===== config.mk =====
export PLATFORM = sky130hd
export DESIGN_NAME = ddr3_exp_fifo
export DESIGN_NICKNAME = d
export VERILOG_FILES = /design/src/rtl/ddr3_read_checker_pkg.sv /design/src/rtl/ddr3_read_checker_exp_fifo.sv
export SDC_FILE = /design/constraint.sdc
export NUM_CORES = 1
export LEC_CHECK = 0
export CORE_MARGIN = 2
export CORE_UTILIZATION = 55
export CTS_BUF_LIST = sky130_fd_sc_hd__clkbuf_4
export DETAILED_ROUTE_END_ITERATION = 16
export PLACE_DENSITY = 0.86
export SKIP_CTS_REPAIR_TIMING = 1
export SLEW_MARGIN = 20
export SYNTH_ARGS = -nofsm -noshare
export SYNTH_HDL_FRONTEND = slang
export SYNTH_SLANG_ARGS = --single-unit

===== constraint.sdc =====
create_clock -name clk -period 9.5 [get_ports clk]
set_clock_uncertainty 0.1 [all_clocks]
set_input_delay 2.375 -clock clk [delete_from_list [all_inputs] [get_ports clk]]
set_output_delay 2.375 -clock clk [all_outputs]
set_load 0.03 [all_outputs]

===== src/rtl/ddr3_read_checker_pkg.sv =====
// Shared types and constants for the DDR3 read-data checker.
// Command codes, status encodings and fail_cause bit positions.
package ddr3_read_checker_pkg;

  localparam int DW_DEF = 64;

  typedef enum logic [2:0] {
    CMD_NADA  = 3'd0,
    CMD_READ  = 3'd1,
    CMD_WRITE = 3'd2,
    CMD_ACT   = 3'd3,
    CMD_PRE   = 3'd4,
    CMD_REF   = 3'd5
  } ddr3_cmd_e;

  typedef enum logic [1:0] {
    ST_IDLE = 2'b00,
    ST_RUN  = 2'b01,
    ST_PASS = 2'b10,
    ST_FAIL = 2'b11
  } status_e;

  localparam int C_MIS = 0;
  localparam int C_ORP = 1;
  localparam int C_TMO = 2;
  localparam int C_WL  = 3;
  localparam int C_OVF = 4;

endpackage


===== src/rtl/ddr3_read_checker_exp_fifo.sv =====
// Synchronous FIFO of expected words with flush, full/empty/count.
// Ports: push/din in, pop/dout out, full (registered), empty, count.
module ddr3_exp_fifo
  import ddr3_read_checker_pkg::*;
#(
  parameter int DW    = DW_DEF,
  parameter int DEPTH = 8
) (
  input  logic                     clk,
  input  logic                     rst,
  input  logic                     flush,
  input  logic                     push,
  input  logic [DW-1:0]            din,
  input  logic                     pop,
  output logic [DW-1:0]            dout,
  output logic                     full,
  output logic                     empty,
  output logic [$clog2(DEPTH):0]   count
);

  localparam int AW = $clog2(DEPTH);
  localparam logic [AW:0] FULL_CNT = (AW+1)'(DEPTH);

  logic [DW-1:0] mem_q [DEPTH];
  logic [AW-1:0] wr_ptr_q, wr_ptr_d;
  logic [AW-1:0] rd_ptr_q, rd_ptr_d;
  logic [AW:0]   count_q, count_d;
  logic          full_q, full_d;
  logic          push_ok, pop_ok;

  assign empty   = (count_q == '0);
  assign full    = full_q;
  assign count   = count_q;
  assign dout    = mem_q[rd_ptr_q];
  assign push_ok = push & ~full_q;
  assign pop_ok  = pop & ~empty;

  always_comb begin
    wr_ptr_d = wr_ptr_q;
    rd_ptr_d = rd_ptr_q;
    count_d  = count_q;
    if (push_ok) wr_ptr_d = wr_ptr_q + 1'b1;
    if (pop_ok)  rd_ptr_d = rd_ptr_q + 1'b1;
    unique case ({push_ok, pop_ok})
      2'b10:   count_d = count_q + 1'b1;
      2'b01:   count_d = count_q - 1'b1;
      default: count_d = count_q;
    endcase
    if (flush) begin
      wr_ptr_d = '0;
      rd_ptr_d = '0;
      count_d  = '0;
    end
    full_d = (count_d == FULL_CNT);
  end

  always_ff @(posedge clk) begin
    if (rst) begin
      wr_ptr_q <= '0;
      rd_ptr_q <= '0;
      count_q  <= '0;
      full_q   <= 1'b0;
    end else begin
      wr_ptr_q <= wr_ptr_d;
      rd_ptr_q <= rd_ptr_d;
      count_q  <= count_d;
      full_q   <= full_d;
    end
  end

  // Storage needs no reset; occupancy gates every read.
  always_ff @(posedge clk) begin
    if (push_ok && !flush) mem_q[wr_ptr_q] <= din;
  end

endmodule


### Word-level counts from Yosys, hierarchy flattened

Memories as Yosys holds them, arrays and structs flattened. A register that Yosys moved wholly into a read port is not among the register bits.
Index checks and enable logic that the tools add are counted.

| storage, ports and cells | value |
|---|---|
| memories kept | 1 |
| input port bits | 69 |
| output and inout bits | 70 |
| register bits | 11 |
| RAM bits | 512 |

| operators by class | value |
|---|---|
| muxes and demuxes | 6 |
| reductions and logical operators | 4 |
| bitwise logic cells | 4 |
| add/sub/neg operators | 4 |
| eq/ne operators | 3 |

Memories:

| name | depth | width | rd ports | clocked after memory_dff | wr ports | line | text |
|---|---|---|---|---|---|---|---|
| mem_q | 8 | 64 | 1 | 1 | 1 | ddr3_read_checker_exp_fifo.sv:24 | `logic [DW-1:0] mem_q [DEPTH];` |

Operators by type and width:

| operator | count |
|---|---|
| $pmux 4 s2 | 1 |
| $add 3x1->3 const B | 2 |
| $mux 3 | 2 |
| $add 4x1->4 const B | 1 |
| $eq 4x4->1 const B | 1 |
| $logic_not 4->1 | 1 |
| $mux 4 | 1 |
| $sub 4x1->4 const B | 1 |
| $and 1x1->1 | 2 |
| $eq 2x1->1 const B | 1 |
| $eq 2x2->1 const B | 1 |
| $mux 1 | 2 |
| $not 1->1 | 2 |
| $reduce_or 2->1 | 1 |
| $logic_and 1x1->1 | 1 |
| $logic_not 1->1 | 1 |

### Logic depth before layout (Yosys ltp)

| logic depth | value |
|---|---|
| depth in word-level cells | 7 |
| gate-level depth with buffers | 9 |
| gate-level depth less buffers | 9 |

### Least setup slack after synthesis

Ideal clock, no wire load.

| timing | value |
|---|---|
| path type | in2reg |
| from | input port push |
| to | memory mem_q[5][0] in the netlist's numbering, enable pin |
| arrival time | 9.496 ns |
| cell stages on the path | 3 |
| library setup time | 0.667 ns |
| data required time | 8.733 ns |
| setup slack | -0.763 ns |
| buffers on the path | 0 |
| cells stage by stage | nor2b_1 -> inv_1 -> nor4b_1 |

| between the ends | value |
|---|---|
| longest elaborated chain between the ends | 4 |

Ends and longest elaborated chain:

| what | line | text |
|---|---|---|
| from (decl) | ddr3_read_checker_exp_fifo.sv:12 | `input logic push,` |
| $and 1x1->1 | ddr3_read_checker_exp_fifo.sv:35 | `assign push_ok = push & ~full_q;` |
| $logic_and 1x1->1 | ddr3_read_checker_exp_fifo.sv:73 | `if (push_ok && !flush) mem_q[wr_ptr_q] <= din;` |
| $mux 1 | ddr3_read_checker_exp_fifo.sv:73 |  |
| $mux 1 (implied by the code) | ddr3_read_checker_exp_fifo.sv:73 |  |
| to (decl) | ddr3_read_checker_exp_fifo.sv:24 |  |

No other way between the ends.

==> impl_metrics.csv <==
group,metric,value,unit
logic_synthesis,synth_fa_ha_area_share,0.314,%
placed_design,dp_slack,3.63,ns
hold_path,whs_path_depth,2,
logic_synthesis,syn_avg_cell_area,24.2,µm²
floorplanning,rows,69,
logic_synthesis,synth_top_family_by_area,"multiplexers",
routing,drt_iter0_drc,643,
worst_setup_path,worstRegToRegCells,4,
sta,maxSlewViolCount,0,
worst_setup_path,path_max_fanout,68,
clock_network,cts.sinks,526,
worst_setup_path,crit_arrival,4.02,ns
global_routing,grt_overflow,0,
pwr,power.density,192,nW/µm²
floorplanning,die_x,194,µm
floorplanning,core_area,35700,µm²
cells_and_area,layout.nets,1134,
floorplanning,dieArea,37800,µm²
logic_synthesis,synth_mux_area_share,18.2,%
placed_design,dpl.hpwl,20200,µm
cells_and_area,instances_no_fill,1628,
placed_design,placement.cell_area,21900,µm²
clock_network,cts_max_level,3,
worst_setup_path,crit_required,7.03,ns
logic_synthesis,synth_xor_xnor_area_share,0.307,%
worst_setup_path,r2r_slack,6.24,ns
pwr,p_leak,7.35,nW
cells_and_area,layout-drive-gt1-share,35.5,%
status,status,"finished, violations left",
hold_path,hp-class,"flip-flop to flip-flop",
routing,vias,9344,
flow_run,drv_cap,0,
status,violations,"design-rule violations",
placed_design,post-place-cells,1400,
logic_synthesis,synth-seq-cells,526,
global_routing,grt_max_degree,112,
clock_network,cts.clk_slew.worst_paths,0.07,ns
worst_setup_path,critPathKind,"flip-flop to primary output",
pwr,ir_drop,0.0960,mV
logic_synthesis,synthCells,824,
routing,vias_per_cell,5.74,
sta,tightestPinTransition,0.988,ns
sta,relSlewSlack,34.1,%
cells_and_area,area_growth,17.7,%
logic_synthesis,yosys_warnings,0,
logic_synthesis,yosys.area_share.simple,1.04,%
placed_design,io_buffer_count,138,
routing,drc,8,
logic_synthesis,ys_seq_area_share,78.5,%
sta,hold_ws,0.420,ns
sta,layout_setup_ws,3.00,ns
floorplanning,die_h,194,µm
global_routing,grt_first_pass_wirelength,58000,µm
sta,setup_violations,0,
routing,drtPass1Iterations,11,
floorplanning,start_util,55.9,%
global_routing,antenna_found_initial,4,
sta,grt_setup_unrepaired,"no",
logic_synthesis,synth_area,19900,µm²
placed_design,gp_congestion,0.700,
sta,min_period,6.50,ns
logic_synthesis,synth-compound-area-share,0.370,%
routing,finalWirelength,38100,µm
sta,setup_tns,0,ns
floorplanning,ios,139,
logic_synthesis,syn_nets,898,
global_routing,first_global_vias,9924,
sta,clock.fmax,154,MHz
clock_network,cts_tree,"done",
clock_network,cts_buffers,119,
routing,antenna_left,0,
global_routing,track_usage,20.8,%
clock_network,cts-root-buf,"clkbuf_4",
sta,fin_crit_sh,68.4,%
logic_synthesis,synth_cell_type_count,33,
clock_network,clock_path_buffers,3,
worst_setup_path,start_kind,"flip-flop",
sta,hold_viol,0,
routing,routedWlPerCell,23.4,µm
worst_setup_path,endpoint_kind,"primary output",
cells_and_area,final_cell_area,23500,µm²
clock_network,clk_latency,0.79,ns
## Yosys cell counts
cell type / number / area share, %
or2_2: 2 / 0.063
nor2_1: 11 / 0.21
mux4_2: 128 / 14
a211oi_1: 1 / 0.038
xnor2_1: 3 / 0.13
xor2_1: 4 / 0.18
buf_2: 4 / 0.10
nand3b_1: 1 / 0.038
nand2b_1: 2 / 0.063
nor3b_1: 1 / 0.038
nor4b_1: 2 / 0.088
dfxtp_1: 14 / 1.4
buf_6: 12 / 0.68
or3_1: 1 / 0.031
mux2_2: 64 / 3.6
buf_1: 9 / 0.17
ha_1: 5 / 0.31
nand4b_1: 1 / 0.044
o211ai_1: 1 / 0.038
o21ai_0: 1 / 0.025
buf_4: 2 / 0.075
nor2b_1: 4 / 0.13
edfxtp_1: 512 / 77
clkbuf_1: 13 / 0.24
o41a_1: 1 / 0.056
mux2i_1: 2 / 0.10
nand3_1: 1 / 0.025
a211o_1: 2 / 0.088
nor4_1: 3 / 0.094
a21oi_1: 5 / 0.13
nor3_1: 3 / 0.075
inv_1: 1 / 0.019
nand2_1: 8 / 0.15
## critical path, cell delays in order, from the launching register on
cell and delay [ns]:
dfxtp_4 0.92, buf_4 0.89, mux4_2 0.42, mux2_2 0.31
clkdlybuf4s50_1 0.60
## cell type report
cell class                 instances  area, µm²
multi-input combinational        257       4110
clock buffer                     180       1350
sequential                       526      15700
antenna                            2       5.00
fill                            2248      12200
timing repair buffer             155       1530
clock inverter                    46        213
tap                              461        577
inverter                           1       3.75
## state kept, by name, indices dropped and copies added (netlist names), named ones only
| register | cells |
|---|---|
| full | 1 |
| mem_q | 512 |
| rd_ptr_q | 3 |
| wr_ptr_q | 3 |
| count | 4 |
## cell families after synthesis
logic type	Yosys count
xor gates and xnor gates	7
buffers and inverters	41
and+or+nand+nor	40
muxes	194
DFF	526
AOI/OAI and AO/OA	11
adders and majority gates	5
## path summary, 6_finish.rpt
check / startpoint / endpoint
min: rd_ptr_q[1]$_SDFFE_PP0N_ / flip-flop
max reg2reg: full$_SDFF_PP0_ / mem_q[3][52]$_DFFE_PP_
min reg2reg: rd_ptr_q[1]$_SDFFE_PP0N_ / flip-flop
max: flip-flop / dout[12]
## stage by stage
stage	total power, mW	util, %
after floorplan	2.73	-
after detailed placement	2.83	61.4
after global placement	2.82	61.4
after CTS	4.57	65.8
final	4.51	65.8
after global routing	4.69	65.8
## per-layer routing
metal,GRT usage (%),up-vias,routed length [µm]
li1,-,4086,-
met1,27.0,4868,15400
met2,34.4,327,19600
met3,4.96,59,2380
met4,8.26,4,712
met5,0,-,26
## power by group
part           switching [mW]  internal, mW  total [mW]
Sequential            0.00804          2.56        2.57
Combinational           0.109        0.0961       0.205
Clock                   0.835         0.896        1.73
Total                   0.952          3.56        4.51
## cells in the final DEF, fill, tap and decap left out, drive strengths merged, types with 2 or more instances in the layout
cell type / instances
mux4: 128
diode: 2
dfxtp: 14
mux2i: 2
clkinv: 42
xor2: 4
xnor2: 3
nand2: 8
nand2b: 2
nor2: 11
ha: 5
clkbuf: 180
nor4: 3
buf: 17
or2: 2
edfxtp: 512
clkdlybuf4s50: 138
nor4b: 2
mux2: 64
nor2b: 4
a21oi: 5
a211o: 2
inv: 3
nor3: 3
No activity file was read; power rests on OpenSTA's default activity.
